[config.mk]
export PLATFORM = sky130hd
export DESIGN_NAME = ram_arbiter
export DESIGN_NICKNAME = d
export VERILOG_FILES = /design/src/rtl/ram_arbiter_pkg.sv /design/src/rtl/ram_arbiter_rr_pick2.sv /design/src/rtl/ram_arbiter.sv
export SDC_FILE = /design/constraint.sdc
export NUM_CORES = 1
export LEC_CHECK = 0
export ABC_AREA = 1
export BUFFER_PORTS_ARGS = -buffer_cell sky130_fd_sc_hd__clkbuf_2
export CAP_MARGIN = 15
export CORE_ASPECT_RATIO = 1.4
export CORE_MARGIN = 3
export CORE_UTILIZATION = 47
export DETAILED_ROUTE_END_ITERATION = 12
export GPL_ROUTABILITY_DRIVEN = 0
export PLACE_DENSITY_LB_ADDON = 0.15
export REMOVE_ABC_BUFFERS = 1
export SYNTH_ARGS = -nofsm -noshare
export SYNTH_HDL_FRONTEND = slang
export SYNTH_SLANG_ARGS = --single-unit
export TNS_END_PERCENT = 10
[constraint.sdc]
create_clock -name clk -period 4.4 [get_ports clk]
set_clock_uncertainty 0.2 [all_clocks]
set_input_delay 1.1 -clock clk [delete_from_list [all_inputs] [get_ports clk]]
set_output_delay 1.1 -clock clk [all_outputs]
set_load 0.03 [all_outputs]
[src/rtl/ram_arbiter_pkg.sv]
// ram_arb_pkg: shared FSM encoding, requester IDs and default widths for ram_arbiter.
package ram_arb_pkg;
  localparam int ADDR_W = 5;
  localparam int DATA_W = 32;
  typedef enum logic [1:0] {
    ST_IDLE   = 2'd0,
    ST_ACCESS = 2'd1,
    ST_RESP   = 2'd2
  } state_e;
  localparam logic REQ0 = 1'b0;
  localparam logic REQ1 = 1'b1;
endpackage

[src/rtl/ram_arbiter_rr_pick2.sv]
// rr_pick2: two-way winner select; round-robin, or fixed priority to requester 0
// when RAM_ARB_FIXED_PRIO_EN is defined.
module rr_pick2
  import ram_arb_pkg::*;
(
  input  logic req0_i,
  input  logic req1_i,
  input  logic last_gnt_i,
  output logic valid_o,
  output logic winner_o
);
  assign valid_o = req0_i || req1_i;
`ifdef RAM_ARB_FIXED_PRIO_EN
  logic unused_last_gnt;
  assign unused_last_gnt = last_gnt_i;
  assign winner_o = req0_i ? REQ0 : REQ1;
`else
  assign winner_o = (req0_i && req1_i) ? ~last_gnt_i : (req1_i ? REQ1 : REQ0);
`endif
endmodule

[src/rtl/ram_arbiter.sv]
// ram_arbiter: serialises two req/ack masters onto one single-port RAM (IDLE/ACCESS/RESP).
// Define RAM_ARB_FIXED_PRIO_EN for fixed priority instead of round-robin.
module ram_arbiter #(
  parameter int ADDR_W = ram_arb_pkg::ADDR_W,
  parameter int DATA_W = ram_arb_pkg::DATA_W
) (
  input  logic              clk,
  input  logic              rst,
  input  logic              req0,
  input  logic              req1,
  input  logic              we0,
  input  logic              we1,
  input  logic [ADDR_W-1:0] addr0,
  input  logic [ADDR_W-1:0] addr1,
  input  logic [DATA_W-1:0] wdata0,
  input  logic [DATA_W-1:0] wdata1,
  output logic              ack0,
  output logic              ack1,
  output logic [DATA_W-1:0] rdata0,
  output logic [DATA_W-1:0] rdata1,
  output logic              busy,
  output logic              ram_ena,
  output logic              ram_wena,
  output logic [ADDR_W-1:0] ram_addr,
  output logic [DATA_W-1:0] ram_wdata,
  input  logic [DATA_W-1:0] ram_rdata
);
  import ram_arb_pkg::*;
  state_e state_q;
  logic last_gnt_q, gnt_q, ack0_q, ack1_q, busy_q, ena_q, wena_q, valid, win;
  logic [ADDR_W-1:0] addr_q;
  logic [DATA_W-1:0] wdata_q, rdata0_q, rdata1_q;
  rr_pick2 u_pick (
    .req0_i    (req0),
    .req1_i    (req1),
    .last_gnt_i(last_gnt_q),
    .valid_o   (valid),
    .winner_o  (win)
  );
  always_ff @(posedge clk or posedge rst) begin
    if (rst) begin
      state_q    <= ST_IDLE;
      last_gnt_q <= REQ1;
      gnt_q      <= REQ0;
      ack0_q     <= 1'b0;
      ack1_q     <= 1'b0;
      busy_q     <= 1'b0;
      ena_q      <= 1'b0;
      wena_q     <= 1'b0;
      addr_q     <= '0;
      wdata_q    <= '0;
      rdata0_q   <= '0;
      rdata1_q   <= '0;
    end else begin
      case (state_q)
        ST_IDLE: if (valid) begin
          state_q    <= ST_ACCESS;
          busy_q     <= 1'b1;
          ena_q      <= 1'b1;
          wena_q     <= win ? we1 : we0;
          addr_q     <= win ? addr1 : addr0;
          wdata_q    <= win ? wdata1 : wdata0;
          gnt_q      <= win;
          last_gnt_q <= win;
        end
        ST_ACCESS: begin
          // RAM read data is combinational, so it is captured on the same edge that closes ACCESS
          state_q <= ST_RESP;
          ena_q   <= 1'b0;
          wena_q  <= 1'b0;
          ack0_q  <= gnt_q == REQ0;
          ack1_q  <= gnt_q == REQ1;
          if (!wena_q && gnt_q == REQ0) rdata0_q <= ram_rdata;
          if (!wena_q && gnt_q == REQ1) rdata1_q <= ram_rdata;
        end
        ST_RESP: begin
          state_q <= ST_IDLE;
          ack0_q  <= 1'b0;
          ack1_q  <= 1'b0;
          busy_q  <= 1'b0;
          addr_q  <= '0;
          wdata_q <= '0;
        end
        default: state_q <= ST_IDLE;
      endcase
    end
  end
  assign ack0      = ack0_q;
  assign ack1      = ack1_q;
  assign rdata0    = rdata0_q;
  assign rdata1    = rdata1_q;
  assign busy      = busy_q;
  assign ram_ena   = ena_q;
  assign ram_wena  = wena_q;
  assign ram_addr  = addr_q;
  assign ram_wdata = wdata_q;
endmodule

Yosys cells after proc, flatten, opt, wreduce, memory -nomap -nowiden
Cells that the tools add are included.

cells by class
  eq/ne operators = 3
  mux-type cells = 18
  bitwise operators = 2
  reductions and logical operators = 14

operators by type and width
  kind                                                                      count
  32-bit 2-to-1 mux                                                         2
  32-bit case mux with 2 select lines                                       1
  5-bit 2-to-1 mux                                                          2
  1-bit case mux with 2 select lines                                        5
  5-bit case mux with 2 select lines                                        1
  2-bit AND reduction                                                       5
  2-bit nonzero test                                                        3
  1-bit 2-to-1 mux                                                          5
  2-bit case mux with 2 select lines                                        1
  1-bit logical AND                                                         3
  2-bit by 1-bit == test with 1-bit output (second input constant)          1
  2-bit == test (second input constant)                                     1
  2-bit zero test                                                           1
  2-bit 2-to-1 mux                                                          1
  2-bit by 1-bit inequality test with 1-bit output (second input constant)  1
  1-bit NOT                                                                 2
  1-bit zero test                                                           1
  1-bit logical OR                                                          1

word-level totals
  bits in registers = 110
  input bits = 112
  output and inout port bits = 106
  logic and storage cells = 49

Logic depth before layout (Yosys ltp)
  word-level depth = 5
  depth in mapped cells = 8
  gate-level depth less buffers = 6

Modules after synthesis
A second synthesis with hierarchy kept.

second synthesis, totals
  cell total of the unflattened synthesis = 626
  area, all modules = 5,012.3 um^2

modules (own cells, without submodules)
  module       times used  cells an instance  area an instance (um^2)  sequential area each (um^2)
  ram_arbiter  1           623                4,997.3                  2,753.9
  rr_pick2     1           3                  15.0                     0.0

Worst setup path after synthesis
No wires, ideal clock.

  path type = in2reg
  from = in req1
  to = reg wdata_q[20], in the netlist ram_wdata[20]
  library setup time = 0.066 ns
  arrival time = 1.909 ns
  data required time = 4.134 ns
  setup slack = 2.225 ns
  stages on the path = 6
  path buffers = 2
  cells stage by stage = buf_2 -> nor2_1 -> nor3_4 -> buf_6 -> nand3_1 -> nand2_1

on the way
  word-level cells in the longest chain between the ends = 5
  elaborated cells between the ends (all ways) = 9
  classes of those cells = 1 x eq/ne; 5 x mux; 3 x reduce/logical

ends and longest elaborated chain
  what                                                   RTL line                    RTL
  start, declared                                        ram_arbiter.sv:10           input logic req1,
  1-bit 2-to-1 mux or 1-bit logical AND (tied branches)  ram_arbiter_rr_pick2.sv:18  assign winner_o = (req0_i && req1_i) ? ~last_gnt_i : (req1_i ? REQ1 : REQ0);
  1-bit 2-to-1 mux                                       ram_arbiter_rr_pick2.sv:18
  32-bit 2-to-1 mux                                      ram_arbiter.sv:62           wdata_q <= win ? wdata1 : wdata0;
  32-bit 2-to-1 mux                                      ram_arbiter.sv:56           ST_IDLE: if (valid) begin
  32-bit case mux with 2 select lines                    ram_arbiter.sv:55           case (state_q)
  end signal, assigned                                   ram_arbiter.sv:62
  end, declared                                          ram_arbiter.sv:32           logic [DATA_W-1:0] wdata_q, rdata0_q, rdata1_q;

Parallel ways exist; a longest one is shown, timed or not. The select of a mux whose other input is x is not followed.
A chain may end at the register's enable or synchronous reset.

Worst setup path after layout
  from = reg wena_q, in the netlist ram_wena
  to = out ram_wena

RTL lines
  what                    RTL line           RTL
  start, declared         ram_arbiter.sv:30  logic last_gnt_q, gnt_q, ack0_q, ack1_q, busy_q, ena_q, wena_q, valid, win;
  start signal, assigned  ram_arbiter.sv:60  wena_q <= win ? we1 : we0;
  end, declared           ram_arbiter.sv:23  output logic ram_wena,

No word-level cell between the ends.

==> flow_metrics.env <==
export IMPL_p_leak_nw=3.72
export IMPL_critical_path_top_delay_family="flip-flops"
export IMPL_layout_nets=892
export IMPL_chipHeight_um=127
export IMPL_whs_path_depth=2
export IMPL_grt_first_pass_wirelength_um=20500
export IMPL_synth_seq_area_share=0.557
export IMPL_dpl_hpwl_um=9390
export IMPL_drc=0
export IMPL_dp_cells=900
export IMPL_instances_no_fill=916
export IMPL_die_x_um=92.7
export IMPL_relSlewSlack=0.321
export IMPL_ioPinCount=218
export IMPL_r2r_cells=4
export IMPL_p_total_mw=5.21
export IMPL_dr_pass1_iters=5
export IMPL_antennaDiodeCount=0
export IMPL_grt_usage=0.218
export IMPL_ctsResizeCount=0
export IMPL_port_buffer_count=217
export IMPL_dr_max_layer_used="met4"
export IMPL_swShare=0.482
export IMPL_cts_buffers=9
export IMPL_clock_latency_ps=330
export IMPL_arrival_ps=960
export IMPL_p_switching_mw=2.51
export IMPL_setup_viol=0
export IMPL_synth_seq_cells=110
export IMPL_htree_levels=3
export IMPL_grt_pass1_vias=4370
export IMPL_syn2layout_area_growth_pct=29.5
export IMPL_slowest_delay_ps=390
export IMPL_met1_length_um=5420
export IMPL_core_mm2=0.0101
export IMPL_p_clk_frac=0.156
export IMPL_tightest_slew_ps=1010
export IMPL_yosys_top_cells_area="dfrtp_1 55%, nand2_1 12%, nand3_1 7.5%"
export IMPL_power_density_mw_per_mm2=814
export IMPL_crit_fanout=4
export IMPL_rows=43
export IMPL_final_util=0.636
export IMPL_setup_tns_ps=0
export IMPL_period_minus_slack_ps=2260
export IMPL_rsz0062_at_grt="false"
export IMPL_cts_tree="yes"
export IMPL_cts_setup_buffers=0
export IMPL_synth_top_area_frac=0.552
export IMPL_netlist_area_mm2=0.00494
export IMPL_synth_distinct_cells=18
export IMPL_start_kind="flip-flop"
export IMPL_status="finished clean"
export IMPL_wl_um=12800
export IMPL_intPower_mw=2.70
export IMPL_path_cells="clkbuf_2"
export IMPL_clk_pin_slew_worst_paths_ps=70
export IMPL_dr_wl_met2_um=6230
export IMPL_first_iter_violations=139
export IMPL_via_per_inst=4.95
export IMPL_hold_slack_ps=279
export IMPL_syn_inst=575
export IMPL_finalHoldViolations=0
export IMPL_crit_buf_inv=1
export IMPL_yosysWarnings=0
export IMPL_endpoint_kind="primary output"
export IMPL_power_frac_seq=0.347
export IMPL_min_path_type="reg2reg"
export IMPL_yosysTopAreaCell="dfrtp_1"
export IMPL_slowest_stage="dfrtp_1"
export IMPL_hold_buffers=0
export IMPL_antenna_found_initial=0
export IMPL_routedWlPerCell_um=13.9
export IMPL_cts_sinks=110
export IMPL_ctsLongestPathBuffers=2
export IMPL_dieArea_mm2=0.0118
export IMPL_cp_num_cells=1
export IMPL_cp_data_required_time_ps=3100
export IMPL_grt_max_degree=78
export IMPL_drive_above_1_share=0.323
export IMPL_pwr_share_comb=0.498
export IMPL_ir_drop_v=0.000320
export IMPL_cts_root_buffer="clkbuf_16"
export IMPL_max_freq_mhz=442
export IMPL_start_util=0.491
export IMPL_ant_nets=0
export IMPL_fin_crit_sh=0.514
export IMPL_slew_violations=0
export IMPL_syn_avg_cell_area_um2=8.60
export IMPL_vias=4538
export IMPL_cap_violations=0
export IMPL_critPathKind="reg2out"
export IMPL_grt_overflow=0
export IMPL_wl_met3_um=856
## state kept, by name (all words and copies together) (netlist names)
name        count
rdata0         32
ack1            1
last_gnt_q      1
busy            1
rdata1         32
ram_wena        1
gnt_q           1
state_q         2
ram_addr        5
ram_ena         1
ram_wdata      32
ack0            1
## kinds of logic (layout without fill, tap and decap cells)
group | after synthesis | after routing | share of synthesized area
flip-flops | 110 | 110 | 0.557
AND/OR/NAND/NOR | 273 | 273 | 0.263
buffers and inverters | 116 | 322 | 0.0957
adder cells (fa/ha/maj) | 4 | 4 | 0.0101
AO/OA/AOI/OAI | 72 | 72 | 0.0742
## area by class of cell
cell class | instances | area [um2]
clock buffer | 12 | 256
clock inverter | 4 | 45.0
fill | 894 | 3660
inverter | 80 | 303
multi-input combinational | 349 | 1720
sequential | 110 | 2750
tap | 135 | 169
timing repair buffer | 226 | 1150
## power by group through the flow
stage          registers, mW  logic, mW  clock network [mW]
2_1_floorplan           2.69      0.850                   0
3_3_place_gp            1.81       2.55                   0
3_5_place_dp            1.81       2.63                   0
4_1_cts                 1.81       2.63               0.828
5_1_grt                 1.86       2.83               0.870
6_report                1.81       2.59               0.811
## stage by stage
stage / instance area (um2) / worst slack (ps)
2_1_floorplan: 4770 / 199
4_1_cts: 6400 / 2120
6_report: 6400 / 2140
3_5_place_dp: 6100 / 1800
3_3_place_gp: 6100 / 1860
5_1_grt: 6400 / 1940
## cells in the final DEF (no fill, tap or decap), types with 2 or more instances in the layout
cell,synthesis,final
nand3_1,74,74
nand2_2,0,2
buf_4,0,9
clkbuf_8,0,2
nand2_1,152,150
ha_1,4,4
clkinv_2,0,3
nand3b_1,38,38
clkbuf_16,0,9
nor2_1,3,3
inv_1,79,78
nand3_2,4,4
o21ai_0,69,69
o22ai_1,2,2
dfrtp_1,109,109
clkbuf_2,0,217
## routing by layer
layer / vias to the layer above / global-route usage
li1: 2219 / -
met1: 2115 / 0.273
met2: 185 / 0.369
met3: 19 / 0.0424
met4: 0 / 0.0889
met5: - / 0
## cells in the mapped netlist, drive strengths merged
cell	number
clkbuf	21
buf	15
nor3	2
o22ai	2
nand3b	38
dfrtp	109
nor2	3
dfstp	1
o21ai	70
nand3	78
inv	80
ha	4
nand2	152
## worst paths after layout
path | startpoint | endpoint | slack, ps
setup / recovery | ram_wena | ram_wena | 2140
hold / removal | last_gnt_q | last_gnt_q | 280
setup reg to reg | state_q[1] | rdata0[24] | 2210
hold reg to reg | last_gnt_q | last_gnt_q | 280
max in group asynchronous | rst | rdata1[13] | 2480
min in group asynchronous | rst | rdata1[8] | 760
Note: power is estimated with default switching activity, not from simulation.
